`src/rtl/acl_spi_responder_pkg.sv`:
```
// Shared register map, command codes and FSM encoding for the ADXL362 emulation.
// Used by the SPI responder and by the accelerometer master controller.
package acl_spi_responder_pkg;

   localparam logic [7:0] CMD_WR         = 8'h0A;
   localparam logic [7:0] CMD_RD         = 8'h0B;

   localparam logic [5:0] ADDR_DEVID_AD  = 6'h00;
   localparam logic [5:0] ADDR_DEVID_MST = 6'h01;
   localparam logic [5:0] ADDR_PARTID    = 6'h02;
   localparam logic [5:0] ADDR_XDATA_L   = 6'h0E;
   localparam logic [5:0] ADDR_XDATA_H   = 6'h0F;
   localparam logic [5:0] ADDR_YDATA_L   = 6'h10;
   localparam logic [5:0] ADDR_YDATA_H   = 6'h11;
   localparam logic [5:0] ADDR_ZDATA_L   = 6'h12;
   localparam logic [5:0] ADDR_ZDATA_H   = 6'h13;
   localparam logic [5:0] ADDR_SOFT_RST  = 6'h1F;
   localparam logic [5:0] ADDR_FILTER    = 6'h2C;
   localparam logic [5:0] ADDR_POWER     = 6'h2D;

   localparam logic [7:0] FILTER_CTL_RST = 8'h13;
   localparam logic [7:0] POWER_CTL_RST  = 8'h00;
   localparam logic [7:0] SOFT_RESET_KEY = 8'h52;

   typedef enum logic [2:0] {
      ST_IDLE, ST_CMD, ST_ADDR, ST_RD, ST_WR, ST_IGNORE
   } state_t;

   typedef struct packed {
      logic [11:0] x;
      logic [11:0] y;
      logic [11:0] z;
   } snap_t;

   function automatic logic [7:0] sample_lo(input logic [11:0] s);
      return s[7:0];
   endfunction

   function automatic logic [7:0] sample_hi(input logic [11:0] s);
      return {{4{s[11]}}, s[11:8]};
   endfunction

endpackage

```
`src/rtl/acl_spi_responder_spi_pin_sync.sv`:
```
// Synchronizes SCLK/MOSI/CSN into CLK and produces one-cycle edge strobes.
// Latency: SYNC_STAGES+1 CLK from pin to strobe; no backpressure.
module acl_spi_responder_spi_pin_sync #(
   parameter int SYNC_STAGES = 2
) (
   input  logic CLK,
   input  logic rst_n,
   input  logic sclk,
   input  logic mosi,
   input  logic csn,
   output logic mosi_s,
   output logic csn_s,
   output logic sclk_rise,
   output logic sclk_fall,
   output logic csn_fall,
   output logic csn_rise
);

   logic [SYNC_STAGES-1:0] sclk_ff, mosi_ff, csn_ff;
   logic                   sclk_q, csn_q;
   logic                   sclk_s;

   // CSN flops reset high so leaving reset never fakes a select.
   always_ff @(posedge CLK or negedge rst_n) begin
      if (!rst_n) begin
         sclk_ff <= '0;
         mosi_ff <= '0;
         csn_ff  <= '1;
         sclk_q  <= 1'b0;
         csn_q   <= 1'b1;
      end else begin
         sclk_ff <= {sclk_ff[SYNC_STAGES-2:0], sclk};
         mosi_ff <= {mosi_ff[SYNC_STAGES-2:0], mosi};
         csn_ff  <= {csn_ff[SYNC_STAGES-2:0], csn};
         sclk_q  <= sclk_s;
         csn_q   <= csn_s;
      end
   end

   assign sclk_s    = sclk_ff[SYNC_STAGES-1];
   assign mosi_s    = mosi_ff[SYNC_STAGES-1];
   assign csn_s     = csn_ff[SYNC_STAGES-1];
   assign sclk_rise =  sclk_s & ~sclk_q;
   assign sclk_fall = ~sclk_s &  sclk_q;
   assign csn_fall  = ~csn_s  &  csn_q;
   assign csn_rise  =  csn_s  & ~csn_q;

endmodule

```
`src/rtl/acl_spi_responder.sv`:
```
// ADXL362-style SPI mode-0 responder serving ID, snapshot XYZ data and two control registers.
// Latency: MISO updates SYNC_STAGES+1 CLK after SCLK fall; no backpressure (master paces everything).
module acl_spi_responder
   import acl_spi_responder_pkg::*;
#(
   parameter int         SYNC_STAGES = 2,
   parameter logic [7:0] DEVID_AD    = 8'hAD,
   parameter logic [7:0] DEVID_MST   = 8'h1D,
   parameter logic [7:0] PARTID      = 8'hF2
) (
   input  logic        CLK,
   input  logic        rst_n,
   input  logic        ACL_SCLK,
   input  logic        ACL_MOSI,
   input  logic        ACL_CSN,
   output logic        ACL_MISO,
   input  logic [11:0] i_accel_x,
   input  logic [11:0] i_accel_y,
   input  logic [11:0] i_accel_z,
   output logic [7:0]  o_power_ctl,
   output logic [7:0]  o_filter_ctl,
   output logic        o_measuring,
   output logic        o_busy,
   output logic        o_bad_cmd
);

   logic       mosi_s, csn_s, sclk_rise, sclk_fall, csn_fall, csn_rise;
   state_t     state, state_nxt;
   logic [2:0] bit_cnt;
   logic [6:0] rx_sr;
   logic [7:0] tx_sr, rx_byte, rd_byte, power_ctl, filter_ctl;
   logic [5:0] ptr;
   logic       is_rd, load_pend, miso_q, byte_done, cmd_ok;
   snap_t      snap;

   acl_spi_responder_spi_pin_sync #(.SYNC_STAGES(SYNC_STAGES)) u_sync (
      .CLK       (CLK),
      .rst_n     (rst_n),
      .sclk      (ACL_SCLK),
      .mosi      (ACL_MOSI),
      .csn       (ACL_CSN),
      .mosi_s    (mosi_s),
      .csn_s     (csn_s),
      .sclk_rise (sclk_rise),
      .sclk_fall (sclk_fall),
      .csn_fall  (csn_fall),
      .csn_rise  (csn_rise)
   );

   // A CSN rise in the same cycle kills the byte, so partial or racing bytes never act.
   assign rx_byte   = {rx_sr, mosi_s};
   assign byte_done = sclk_rise && (bit_cnt == 3'd7) && !csn_rise && (state != ST_IDLE);
   assign cmd_ok    = (rx_byte == CMD_RD) || (rx_byte == CMD_WR);

   always_ff @(posedge CLK or negedge rst_n) begin
      if (!rst_n) state <= ST_IDLE;
      else        state <= state_nxt;
   end

   always_comb begin
      state_nxt = state;
      if (csn_rise) begin
         state_nxt = ST_IDLE;
      end else begin
         case (state)
            ST_IDLE: if (csn_fall)  state_nxt = ST_CMD;
            ST_CMD:  if (byte_done) state_nxt = cmd_ok ? ST_ADDR : ST_IGNORE;
            ST_ADDR: if (byte_done) state_nxt = is_rd ? ST_RD : ST_WR;
            default: ;
         endcase
      end
   end

   always_comb begin
      ACL_MISO  = 1'b0;
      o_bad_cmd = 1'b0;
      if (state == ST_RD && !csn_s) ACL_MISO = miso_q;
      if (state == ST_CMD && byte_done && !cmd_ok) o_bad_cmd = 1'b1;
   end

   always_ff @(posedge CLK or negedge rst_n) begin
      if (!rst_n) begin
         bit_cnt   <= '0;
         rx_sr     <= '0;
         tx_sr     <= '0;
         ptr       <= '0;
         is_rd     <= 1'b0;
         load_pend <= 1'b0;
         miso_q    <= 1'b0;
         snap      <= '0;
      end else if (csn_rise) begin
         bit_cnt   <= '0;
         load_pend <= 1'b0;
         miso_q    <= 1'b0;
      end else begin
         if (state == ST_IDLE && csn_fall) begin
            bit_cnt   <= '0;
            load_pend <= 1'b0;
            miso_q    <= 1'b0;
            snap      <= '{x: i_accel_x, y: i_accel_y, z: i_accel_z};
         end
         if (sclk_rise && state != ST_IDLE) begin
            bit_cnt <= bit_cnt + 3'd1;
            rx_sr   <= {rx_sr[5:0], mosi_s};
         end
         if (byte_done) begin
            case (state)
               ST_CMD:  is_rd <= (rx_byte == CMD_RD);
               ST_ADDR: begin ptr <= rx_byte[5:0]; load_pend <= is_rd; end
               ST_RD:   begin ptr <= ptr + 6'd1;   load_pend <= 1'b1;  end
               ST_WR:   ptr <= ptr + 6'd1;
               default: ;
            endcase
         end
         // The first fall of each byte loads fresh data; later falls shift.
         if (sclk_fall && state == ST_RD) begin
            if (load_pend) begin
               miso_q    <= rd_byte[7];
               tx_sr     <= {rd_byte[6:0], 1'b0};
               load_pend <= 1'b0;
            end else begin
               miso_q <= tx_sr[7];
               tx_sr  <= {tx_sr[6:0], 1'b0};
            end
         end
      end
   end

   always_ff @(posedge CLK or negedge rst_n) begin
      if (!rst_n) begin
         power_ctl  <= POWER_CTL_RST;
         filter_ctl <= FILTER_CTL_RST;
      end else if (byte_done && state == ST_WR) begin
         case (ptr)
            ADDR_FILTER: filter_ctl <= rx_byte;
            ADDR_POWER:  power_ctl  <= rx_byte;
            ADDR_SOFT_RST: begin
               if (rx_byte == SOFT_RESET_KEY) begin
                  power_ctl  <= POWER_CTL_RST;
                  filter_ctl <= FILTER_CTL_RST;
               end
            end
            default: ;
         endcase
      end
   end

   assign o_power_ctl  = power_ctl;
   assign o_filter_ctl = filter_ctl;
   assign o_measuring  = (power_ctl[1:0] == 2'b10);
   assign o_busy       = ~csn_s;

   always_comb begin
      rd_byte = 8'h00;
      case (ptr)
         ADDR_DEVID_AD:  rd_byte = DEVID_AD;
         ADDR_DEVID_MST: rd_byte = DEVID_MST;
         ADDR_PARTID:    rd_byte = PARTID;
         ADDR_XDATA_L:   if (o_measuring) rd_byte = sample_lo(snap.x);
         ADDR_XDATA_H:   if (o_measuring) rd_byte = sample_hi(snap.x);
         ADDR_YDATA_L:   if (o_measuring) rd_byte = sample_lo(snap.y);
         ADDR_YDATA_H:   if (o_measuring) rd_byte = sample_hi(snap.y);
         ADDR_ZDATA_L:   if (o_measuring) rd_byte = sample_lo(snap.z);
         ADDR_ZDATA_H:   if (o_measuring) rd_byte = sample_hi(snap.z);
         ADDR_FILTER:    rd_byte = filter_ctl;
         ADDR_POWER:     rd_byte = power_ctl;
         default:        rd_byte = 8'h00;
      endcase
   end

endmodule

```
`config.mk`:
```
export PLATFORM = sky130hd
export DESIGN_NAME = acl_spi_responder
export DESIGN_NICKNAME = d
export VERILOG_FILES = /design/src/rtl/acl_spi_responder_pkg.sv /design/src/rtl/acl_spi_responder_spi_pin_sync.sv /design/src/rtl/acl_spi_responder.sv
export SDC_FILE = /design/constraint.sdc
export NUM_CORES = 1
export LEC_CHECK = 0
export CORE_UTILIZATION = 42
export CTS_CLUSTER_SIZE = 20
export DETAILED_ROUTE_END_ITERATION = 6
export PLACE_DENSITY = 0.64
export SETUP_SLACK_MARGIN = 0.2
export SLEW_MARGIN = 5
export SYNTH_ARGS = -nofsm -noshare
export SYNTH_HDL_FRONTEND = slang
export SYNTH_SLANG_ARGS = --single-unit
```
`constraint.sdc`:
```
create_clock -name CLK -period 2.8 [get_ports CLK]
set_input_delay 0.84 -clock CLK [delete_from_list [all_inputs] [get_ports CLK]]
set_output_delay 0.84 -clock CLK [all_outputs]
set_load 0.02 [all_outputs]
```
# After elaboration in Yosys (flattened, before gate mapping)
# Index checks and enable logic that the tools add are counted.
op_classes:
  addsub: 2
  eq_ne: 24
  n_mux: 35
  bitwise_logic: 9
  reduce_logical: 32
op_table:
  columns: ["cell", "count"]
  rows:
  - ["one-hot mux 8 bit (11 select lines)", 1]
  - ["2-to-1 mux 8 bit", 9]
  - ["one-hot mux 8 bit (2 select lines)", 2]
  - ["== test 6 x 5 -> 1 bit (second input constant)", 5]
  - ["2-to-1 mux 3 bit", 9]
  - ["== test 8 x 4 -> 1 bit (second input constant)", 2]
  - ["== test 6 x 4 -> 1 bit (second input constant)", 2]
  - ["== test 6 bit (second input constant)", 2]
  - ["one-hot mux 6 bit (2 select lines)", 1]
  - ["AND reduction 3 bit", 4]
  - ["2-to-1 mux 1 bit", 11]
  - ["logical AND 1 bit", 10]
  - ["!= test 3 bit (second input constant)", 3]
  - ["one-hot mux 3 bit (3 select lines)", 1]
  - ["nonzero test 3 bit", 3]
  - ["== test 8 x 7 -> 1 bit (second input constant)", 1]
  - ["adder 6 x 1 -> 6 bit (second input constant)", 1]
  - ["== test 3 x 2 -> 1 bit (second input constant)", 2]
  - ["== test 3 bit (second input constant)", 2]
  - ["== test 6 x 1 -> 1 bit (second input constant)", 1]
  - ["== test 6 x 2 -> 1 bit (second input constant)", 1]
  - ["zero test 6 bit", 1]
  - ["AND reduction 2 bit", 3]
  - ["nonzero test 2 bit", 3]
  - ["other kinds (13)", 22]
totals:
  register_bits: 90
  wordCells: 120

# Logic depth before layout (Yosys ltp)
# Gate-level depths: netlist (run 1).
logic_depth:
  word_depth: 9
  ltp_mapped: 8
  mapped_depth_nobuf: 7

# Modules after synthesis
# Synthesis (run 1) repeated with hierarchy kept, for this count alone.
unflattened:
  hier_cells: 409
  hier_area_um2: 4464.3
modules_own_cells:
  columns: ["mod", "instances", "cells_each", "area_per_inst_um2", "seq_area_each_um2"]
  rows:
  - ["acl_spi_responder", 1, 397, 4225.3, 2030.7]
  - ["acl_spi_responder_spi_pin_sync", 1, 12, 239.0, 203.9]

# Worst setup path before layout (run 1)
# OpenSTA, ideal clock, no wires.
synth_timing:
  path_kind: "reg-to-output"
  startpoint: "register u_sync.csn_q"
  endpoint: "output o_bad_cmd"
  t_arrival_ns: 1.923
  required_time_ns: 1.960
  path_slack_ns: 0.037
  path_stages_with_launch: 6
  path_cell_list: "dfstp_2 inv_1 ha_1 or4b_1 buf_2 nor3_1"
synth_via:
  elab_chain_cells: 8
synth_rtl:
  columns: ["element", "line_no", "text"]
  rows:
  - ["start, declared", "acl_spi_responder_spi_pin_sync.sv:20", "logic sclk_q, csn_q;"]
  - ["start signal, assigned", "acl_spi_responder_spi_pin_sync.sv:36", "csn_q <= csn_s;"]
  - ["NOT 1 bit", "acl_spi_responder_spi_pin_sync.sv:46", "assign csn_rise = csn_s & ~csn_q;"]
  - ["bitwise AND 1 bit", "acl_spi_responder_spi_pin_sync.sv:46", null]
  - ["zero test 1 bit", "acl_spi_responder.sv:52", "assign byte_done = sclk_rise && (bit_cnt == 3'd7) && !csn_rise && (state != ST_IDLE);"]
  - ["logical AND 1 bit (2 in a row)", "acl_spi_responder.sv:52", null]
  - ["logical AND 1 bit (2 in a row)", "acl_spi_responder.sv:78", "if (state == ST_CMD && byte_done && !cmd_ok) o_bad_cmd = 1'b1;"]
  - ["2-to-1 mux 1 bit", "acl_spi_responder.sv:78", null]
  - ["end, declared", "acl_spi_responder.sv:24", "output logic o_bad_cmd"]
# No other way between the ends.

# Final worst setup path (run 1)
# Same ends and word-level chain as after synthesis.

==> results.sh, run 1 <==
export IMPL_timing_max_cap_violations=0
export IMPL_avgSynthCellArea_um2=11.1
export IMPL_cts_buffers=9
export IMPL_synth_top_cell_by_area="dfrtp_1"
export IMPL_hold_viol_final=0
export IMPL_core_area_mm2=0.00986
export IMPL_drtIter0Drc=206
export IMPL_outcome="complete, no violations"
export IMPL_internal_power_w=0.00259
export IMPL_netlist_area_mm2=0.00433
export IMPL_final_layout_size_suffix_gt1_share_pct=21.8
export IMPL_via_count=3431
export IMPL_hold_path_class="flip-flop to flip-flop"
export IMPL_synth_seq_cells=89
export IMPL_leakagePower_nw=2.27
export IMPL_placed_area_mm2=0.00519
export IMPL_grt_ovfl_total=0
export IMPL_ys_types=54
export IMPL_synth_compound_area_share_pct=17.3
export IMPL_root_buffer="clkbuf_8"
export IMPL_io_buffers=60
export IMPL_crit_path_top_delay_cell="dfstp_2"
export IMPL_synth_top_family_by_area="compound AO/OA/AOI/OAI gates"
export IMPL_ys_seq_area_share_pct=51.6
export IMPL_wl_per_cell_um=18.2
export IMPL_multi_input_area_mm2=0.00198
export IMPL_skew_ns=0.0126
export IMPL_grt_antenna_before_repair=0
export IMPL_dp_slack_ns=-0.206
export IMPL_synth_mux_area_share_pct=11.7
export IMPL_tightest_slew_ns=0.572
export IMPL_worst_path_max_fanout=2
export IMPL_antennaDiodeCount=0
export IMPL_cts_tree="built"
export IMPL_yosysWarningCount=0
export IMPL_area_growth_syn_to_layout_pct=25.3
export IMPL_peakVddDrop_mv=0.276
export IMPL_synth_top_flop_cell="dfrtp_1"
export IMPL_p_per_area_mw_per_mm2=678
export IMPL_critPathCaptureType="output pin"
export IMPL_h_tree_depth=3
export IMPL_initial_core_util_pct=43.9
export IMPL_placedCellCount=581
export IMPL_die_area_mm2=0.0107
export IMPL_clkPwrFrac_pct=25.5
export IMPL_crit_type="flip-flop to output pin"
export IMPL_report_final_slew_viol_count=0
export IMPL_setup_slack_ns=0.0733
export IMPL_wirelength_um=10800
export IMPL_synth_common_cells="dfrtp_1 (83), mux2_2 (44), a21oi_1 (20), nand2_1 (20), nor2_1 (19)"
export IMPL_cts_sinks=89
export IMPL_async_flop_share_pct=100
export IMPL_detail_route_antenna_nets=0
export IMPL_ioPinCount=61
export IMPL_synthDominantCellAreaShare_pct=48.0
export IMPL_place_hpwl_um=7900
export IMPL_critPathRequiredTime_ns=1.96
export IMPL_grt_use_total_pct=21.5
export IMPL_die_h_um=104
export IMPL_fp_dieW_um=104
export IMPL_fin_area_mm2=0.00542
export IMPL_synth_edf_count=0
export IMPL_seq_power_share_pct=51.5
export IMPL_finalCriticalPeriod_ns=2.73
export IMPL_cp_start_kind="flip-flop"
export IMPL_grt_pass1_wl_um=18100
export IMPL_grt_pass1_vias=3510
export IMPL_setup_viol=0
export IMPL_place_congestion=0.850
export IMPL_crit_path_max_incr_delay_ns=0.55
export IMPL_insertion_delay_ns=0.37
export IMPL_syn_nets=438
export IMPL_worstPathArrival_ns=1.89
export IMPL_cts_path_max_buffers=2
export IMPL_vias_per_cell=5.75
export IMPL_switchingPower_w=0.00109
export IMPL_synth_simple_area_share_pct=13.6
export IMPL_synth_most_common_cell="dfrtp_1"
export IMPL_fin_total_pwr_w=0.00368
export IMPL_cts_reportedPaths_clkPinSlew_ns=0.09
export IMPL_nNetsFinal=508
export IMPL_remaining_drc_errors=0
export IMPL_dr_pass1_iters=4
export IMPL_crit_chain="inv_2 > ha_4 > or4b_4 > nor3_4 > buf_6"
export IMPL_p_comb_share_pct=23.0
export IMPL_cts_setup_buffers=0
export IMPL_fmaxAchievable_mhz=367
export IMPL_rsz0062_at_grt="yes"
export IMPL_finalNonFillerCells=597
export IMPL_synthAdderAreaFrac_pct=2.31
export IMPL_swShare_pct=29.7
export IMPL_fillers=869
export IMPL_syn_inst=389
export IMPL_grt_max_degree=48
export IMPL_slew_headroom_pct=61.9
export IMPL_rows=36
export IMPL_whs_ns=0.353
export IMPL_synth_xor_xnor_area_share_pct=0
export IMPL_seq_area_mm2=0.00223
export IMPL_synth_area_top_cells="dfrtp_1 (48%), mux2_2 (11%), dfstp_2 (3.6%), a22o_1 (3.6%), a21oi_1 (2.3%)"
export IMPL_period_share_pct=97.4
worst paths after layout:
| path | from | end | slack [ns] | depth (start not counted) |
|---|---|---|---|---|
| min in group asynchronous | rst_n | o_power_ctl[5] | 0.47 | 1 |
| min | u_sync.sclk_ff[0] | u_sync.sclk_ff[1] | 0.35 | 0 |
| min reg2reg | u_sync.sclk_ff[0] | u_sync.sclk_ff[1] | 0.35 | 0 |
| max in group asynchronous | rst_n | u_sync.csn_ff[0] | 1.65 | 2 |
| max | u_sync.csn_q | o_bad_cmd | 0.07 | 5 |
| max reg2reg | u_sync.csn_q | o_filter_ctl[7] | 0.36 | 7 |
cell usage in the layout (no fill, tap or decap), drive strengths merged, types with 10 or more instances in the layout:
| cell type | synthesis | routed |
|---|---|---|
| dfrtp | 83 | 83 |
| clkdlybuf4s50 | 0 | 56 |
| mux2 | 44 | 44 |
| buf | 11 | 25 |
| nand2 | 20 | 20 |
| a21oi | 20 | 20 |
| nor2 | 19 | 19 |
| a22o | 18 | 18 |
| o21ai | 16 | 16 |
| nand3 | 15 | 15 |
| clkbuf | 13 | 11 |
| inv | 10 | 10 |
final cells by class:
type	count	share of cell area [%]
inverter	11	0.761
timing repair buffer	83	14.4
clock inverter	5	1.18
clock buffer	11	2.79
tap	133	3.07
multi-input combinational	265	36.6
sequential	89	41.2
repair_timing:
action	in CTS	in global routing
hold buffers	0	0
endpoints found under the setup margin	3	2
pin swaps	2	0
resized for setup	10	4
layer usage:
| metal | vias to the layer above | GRT usage [%] | routed length (um) | share of wire (%) |
|---|---|---|---|---|
| met5 | - | 0 | 0 | 0 |
| met4 | 0 | 7.66 | 107 | 0.99 |
| met3 | 9 | 4.03 | 356 | 3.3 |
| met2 | 72 | 33.2 | 5260 | 49 |
| met1 | 1746 | 30.1 | 5120 | 47 |
| li1 | 1604 | - | - | - |
metrics by stage:
step           setup TNS (ns)  utilization (%)
2_1_floorplan               0                -
3_3_place_gp           -0.203             52.6
3_5_place_dp           -0.206             52.6
4_1_cts                     0             54.8
5_1_grt                     0             55.0
6_report                    0             55.0
registers in the layout (all words and copies together), names as in the netlist:
register and count:
state 3, u_sync.sclk_q 1, miso_q 1, u_sync.mosi_ff 2, snap 36, tx_sr 7, rx_sr 7, u_sync.csn_ff 2
ptr 6, o_filter_ctl 8, bit_cnt 3, o_power_ctl 8, load_pend 1, u_sync.sclk_ff 2, is_rd 1, u_sync.csn_q 1
cells by family (layout without fill, tap and decap cells):
logic type	count (synthesis)	after routing
AOI/OAI and AO/OA	104	104
DFF	89	89
muxes	45	45
buffers and inverters	35	110
and+or+nand+nor	108	108
adders and majority gates	8	8
power groups by stage:
stage	Combinational [W]	Sequential, W	Clock, W
4_1_cts	0.000852	0.00190	0.000963
2_1_floorplan	0.000567	0.00184	0
6_report	0.000846	0.00190	0.000937
3_3_place_gp	0.000811	0.00191	0
3_5_place_dp	0.000848	0.00192	0
5_1_grt	0.000935	0.00194	0.00101
worst max-delay path, delay by kind of cell, from the launching register on:
kind,cells,cell delay (ns)
simple gates,2,0.64
flops,1,0.55
buf+inv,2,0.17
fa+ha+maj,1,0.15
(Power assumes the default switching activity.)
==> run 2: changes to the inputs <==
--- a/config.mk
+++ b/config.mk
@@ -5,6 +5,7 @@
 export SDC_FILE = /design/constraint.sdc
 export NUM_CORES = 1
 export LEC_CHECK = 0
+export ABC_CLOCK_PERIOD_IN_PS = 2800
 export CORE_UTILIZATION = 42
 export CTS_CLUSTER_SIZE = 20
 export DETAILED_ROUTE_END_ITERATION = 6
==> results of run 2 <==
Same layout as run 1: the final DEF is identical, and so are final timing and power.
==> run 3: changes to the inputs <==
==> constraint.sdc (replaced) <==
create_clock -name CLK -period 2.8 [get_ports CLK]
set_input_delay 0.84 -clock CLK [delete_from_list [all_inputs] [get_ports CLK]]
set_output_delay 0.84 -clock CLK [all_outputs]
set_load 0.005 [all_outputs]
==> run 3 against run 2 <==
Against the previous run: via count fell by 2.4%; sequential power barely moved; clock-buffer cell count rose by 1; fmax rose by 2.1%; sequential share of layout area rose by 0.44 points; power fell by 2.1%; final area fell by 1.1%; non-clock buffer count fell by 4.
==> results.sh, run 3 (synthesis gave the netlist of run 1 again) <==
export IMPL_report_final_slew_viol_count=0
export IMPL_vias_per_cell=5.66
export IMPL_initial_core_util_pct=43.9
export IMPL_holdBufCountCts=0
export IMPL_die_area_mm2=0.0107
export IMPL_regToRegEndpoint="o_power_ctl[2]"
export IMPL_dr_pass1_iters=5
export IMPL_crit_type="flip-flop to output pin"
export IMPL_cts_reportedPaths_clkPinSlew_ns=0.08
export IMPL_root_buffer="clkbuf_8"
export IMPL_fillers=902
export IMPL_whs_path_depth=0
export IMPL_cts_sinks=89
export IMPL_wirelength_um=10700
export IMPL_timing_max_cap_violations=0
export IMPL_p_per_area_mw_per_mm2=671
export IMPL_critPathRequiredTime_ns=1.96
export IMPL_fmaxAchievable_mhz=374
export IMPL_period_share_pct=95.4
export IMPL_placed_area_mm2=0.00513
export IMPL_largest_register="snap"
export IMPL_tightest_slew_ns=0.653
export IMPL_hold_viol_final=0
export IMPL_core_area_mm2=0.00986
export IMPL_r2r_start="u_sync.csn_q"
export IMPL_hp_start="u_sync.mosi_ff[0]"
export IMPL_via_count=3348
export IMPL_cp_num_cells=5
export IMPL_cts_buffers=9
export IMPL_hold_end="u_sync.mosi_ff[1]"
export IMPL_whs_ns=0.358
export IMPL_drtIter0Drc=250
export IMPL_insertion_delay_ns=0.36
export IMPL_crit_path_top_delay_cell="dfstp_2"
export IMPL_critPathCaptureType="output pin"
export IMPL_ff2ff_path_depth=7
export IMPL_nNetsFinal=504
export IMPL_wl_per_cell_um=18.1
export IMPL_critical_path_buf_inv_count=2
export IMPL_crit_family="simple AND/OR/NAND/NOR gates"
export IMPL_final_layout_size_suffix_gt1_share_pct=20.9
export IMPL_fin_total_pwr_w=0.00360
export IMPL_grt_max_degree=53
export IMPL_cts_path_max_buffers=2
export IMPL_worstPathArrival_ns=1.83
export IMPL_grt_use_total_pct=21.0
export IMPL_grt_pass1_vias=3284
export IMPL_crit_path_max_incr_delay_ns=0.54
export IMPL_final_cell_mix="dfrtp_1 (83), clkdlybuf4s50_1 (57), mux2_2 (44), nand2_1 (20), a21oi_1 (20)"
export IMPL_mostFrequentLayoutCell="dfrtp_1"
export IMPL_crit_chain="inv_2 > ha_4 > or4b_4 > nor3_2 > buf_2"
export IMPL_hold_path_class="flip-flop to flip-flop"
export IMPL_rsz0062_at_grt="yes"
export IMPL_die_h_um=104
export IMPL_rrSetupSlack_ns=0.41
export IMPL_io_buffers=60
export IMPL_fin_util_pct=54.4
export IMPL_grt_pass1_wl_um=17600
export IMPL_place_hpwl_um=7580
export IMPL_antennaDiodeCount=0
export IMPL_grt_antenna_before_repair=0
export IMPL_outcome="complete, no violations"
export IMPL_slew_headroom_pct=56.2
export IMPL_detail_route_antenna_nets=0
export IMPL_fp_dieW_um=104
export IMPL_dp_slack_ns=-0.0670
export IMPL_cts_tree="built"
export IMPL_rows=36
export IMPL_finalCriticalPeriod_ns=2.67
export IMPL_remaining_drc_errors=0
export IMPL_worst_path_max_fanout=2
export IMPL_setup_viol=0
export IMPL_skew_ns=0.00694
export IMPL_cp_start_kind="flip-flop"
export IMPL_place_congestion=0.795
export IMPL_largest_register_ffs=36
export IMPL_h_tree_depth=3
export IMPL_area_growth_syn_to_layout_pct=24.0
export IMPL_setup_slack_ns=0.129
export IMPL_ioPinCount=61
export IMPL_grt_ovfl_total=0
export IMPL_fin_area_mm2=0.00537
export IMPL_leakagePower_nw=2.24
export IMPL_peakVddDrop_mv=0.366
==> run 3: cell count changes in the layout (fill, tap and decap cells not counted), sizes merged <==
cell | before | now
buf | 25 | 21
clkbuf | 11 | 12
clkdlybuf4s50 | 56 | 57
clkinv | 4 | 3
clkinvlp | 1 | 0
dlygate4sd2 | 2 | 1
==> run 3: cell type report <==
class	instances	area (um^2)	share of cell area (%)
repair buffers	79	747	13.9
multi-input cells	265	1980	36.9
clock buffers	12	155	2.89
clock inverters	3	40.0	0.746
well taps	133	166	3.10
inverters	11	41.3	0.769
flip-flops and latches	89	2230	41.6
==> run 3: worst max path at each step <==
stage	start	endpoint	slack (ns)
2_1_floorplan	u_sync.csn_q	o_bad_cmd	0.33
3_3_place_gp	u_sync.csn_q	o_bad_cmd	-0.09
3_5_place_dp	u_sync.csn_q	o_bad_cmd	-0.07
4_1_cts	u_sync.csn_q	o_bad_cmd	0.12
5_1_grt	u_sync.csn_q	o_bad_cmd	0.06
6_report	u_sync.csn_q	o_bad_cmd	0.13
==> run 3: worst register-to-register path: cells and delay by family (launching register included) <==
kind | cells | cell delay [ns]
compound gates | 3 | 0.86
flops | 1 | 0.54
simple gates | 1 | 0.50
buf+inv | 2 | 0.22
fa+ha+maj | 1 | 0.15
==> run 3: stage by stage <==
step,cells,TNS [ns]
2_1_floorplan,389,0
3_3_place_gp,575,-0.0885
3_5_place_dp,575,-0.0670
4_1_cts,592,0
5_1_grt,592,0
6_report,592,0
==> run 3: timing repair <==
| action | CTS | global route |
|---|---|---|
| buffers inserted | 2 | 0 |
| resized for setup | 12 | 1 |
| setup endpoints to repair | 3 | 1 |
| pin swaps | 2 | 0 |
==> run 3: metal layers <==
layer	global-route usage, %	up-vias	share of wire [%]
li1	-	1588	-
met4	5.59	0	1.1
met5	0	-	0
met1	31.6	1665	49
met2	31.1	85	46
met3	3.78	10	3.8
==> run 3: report_power, final <==
part / total (W) / internal [W] / switching, W
combinational: 0.000771 / 0.000454 / 0.000317
sequential: 0.00193 / 0.00164 / 0.000290
clock: 0.000898 / 0.000454 / 0.000444
total: 0.00360 / 0.00255 / 0.00105
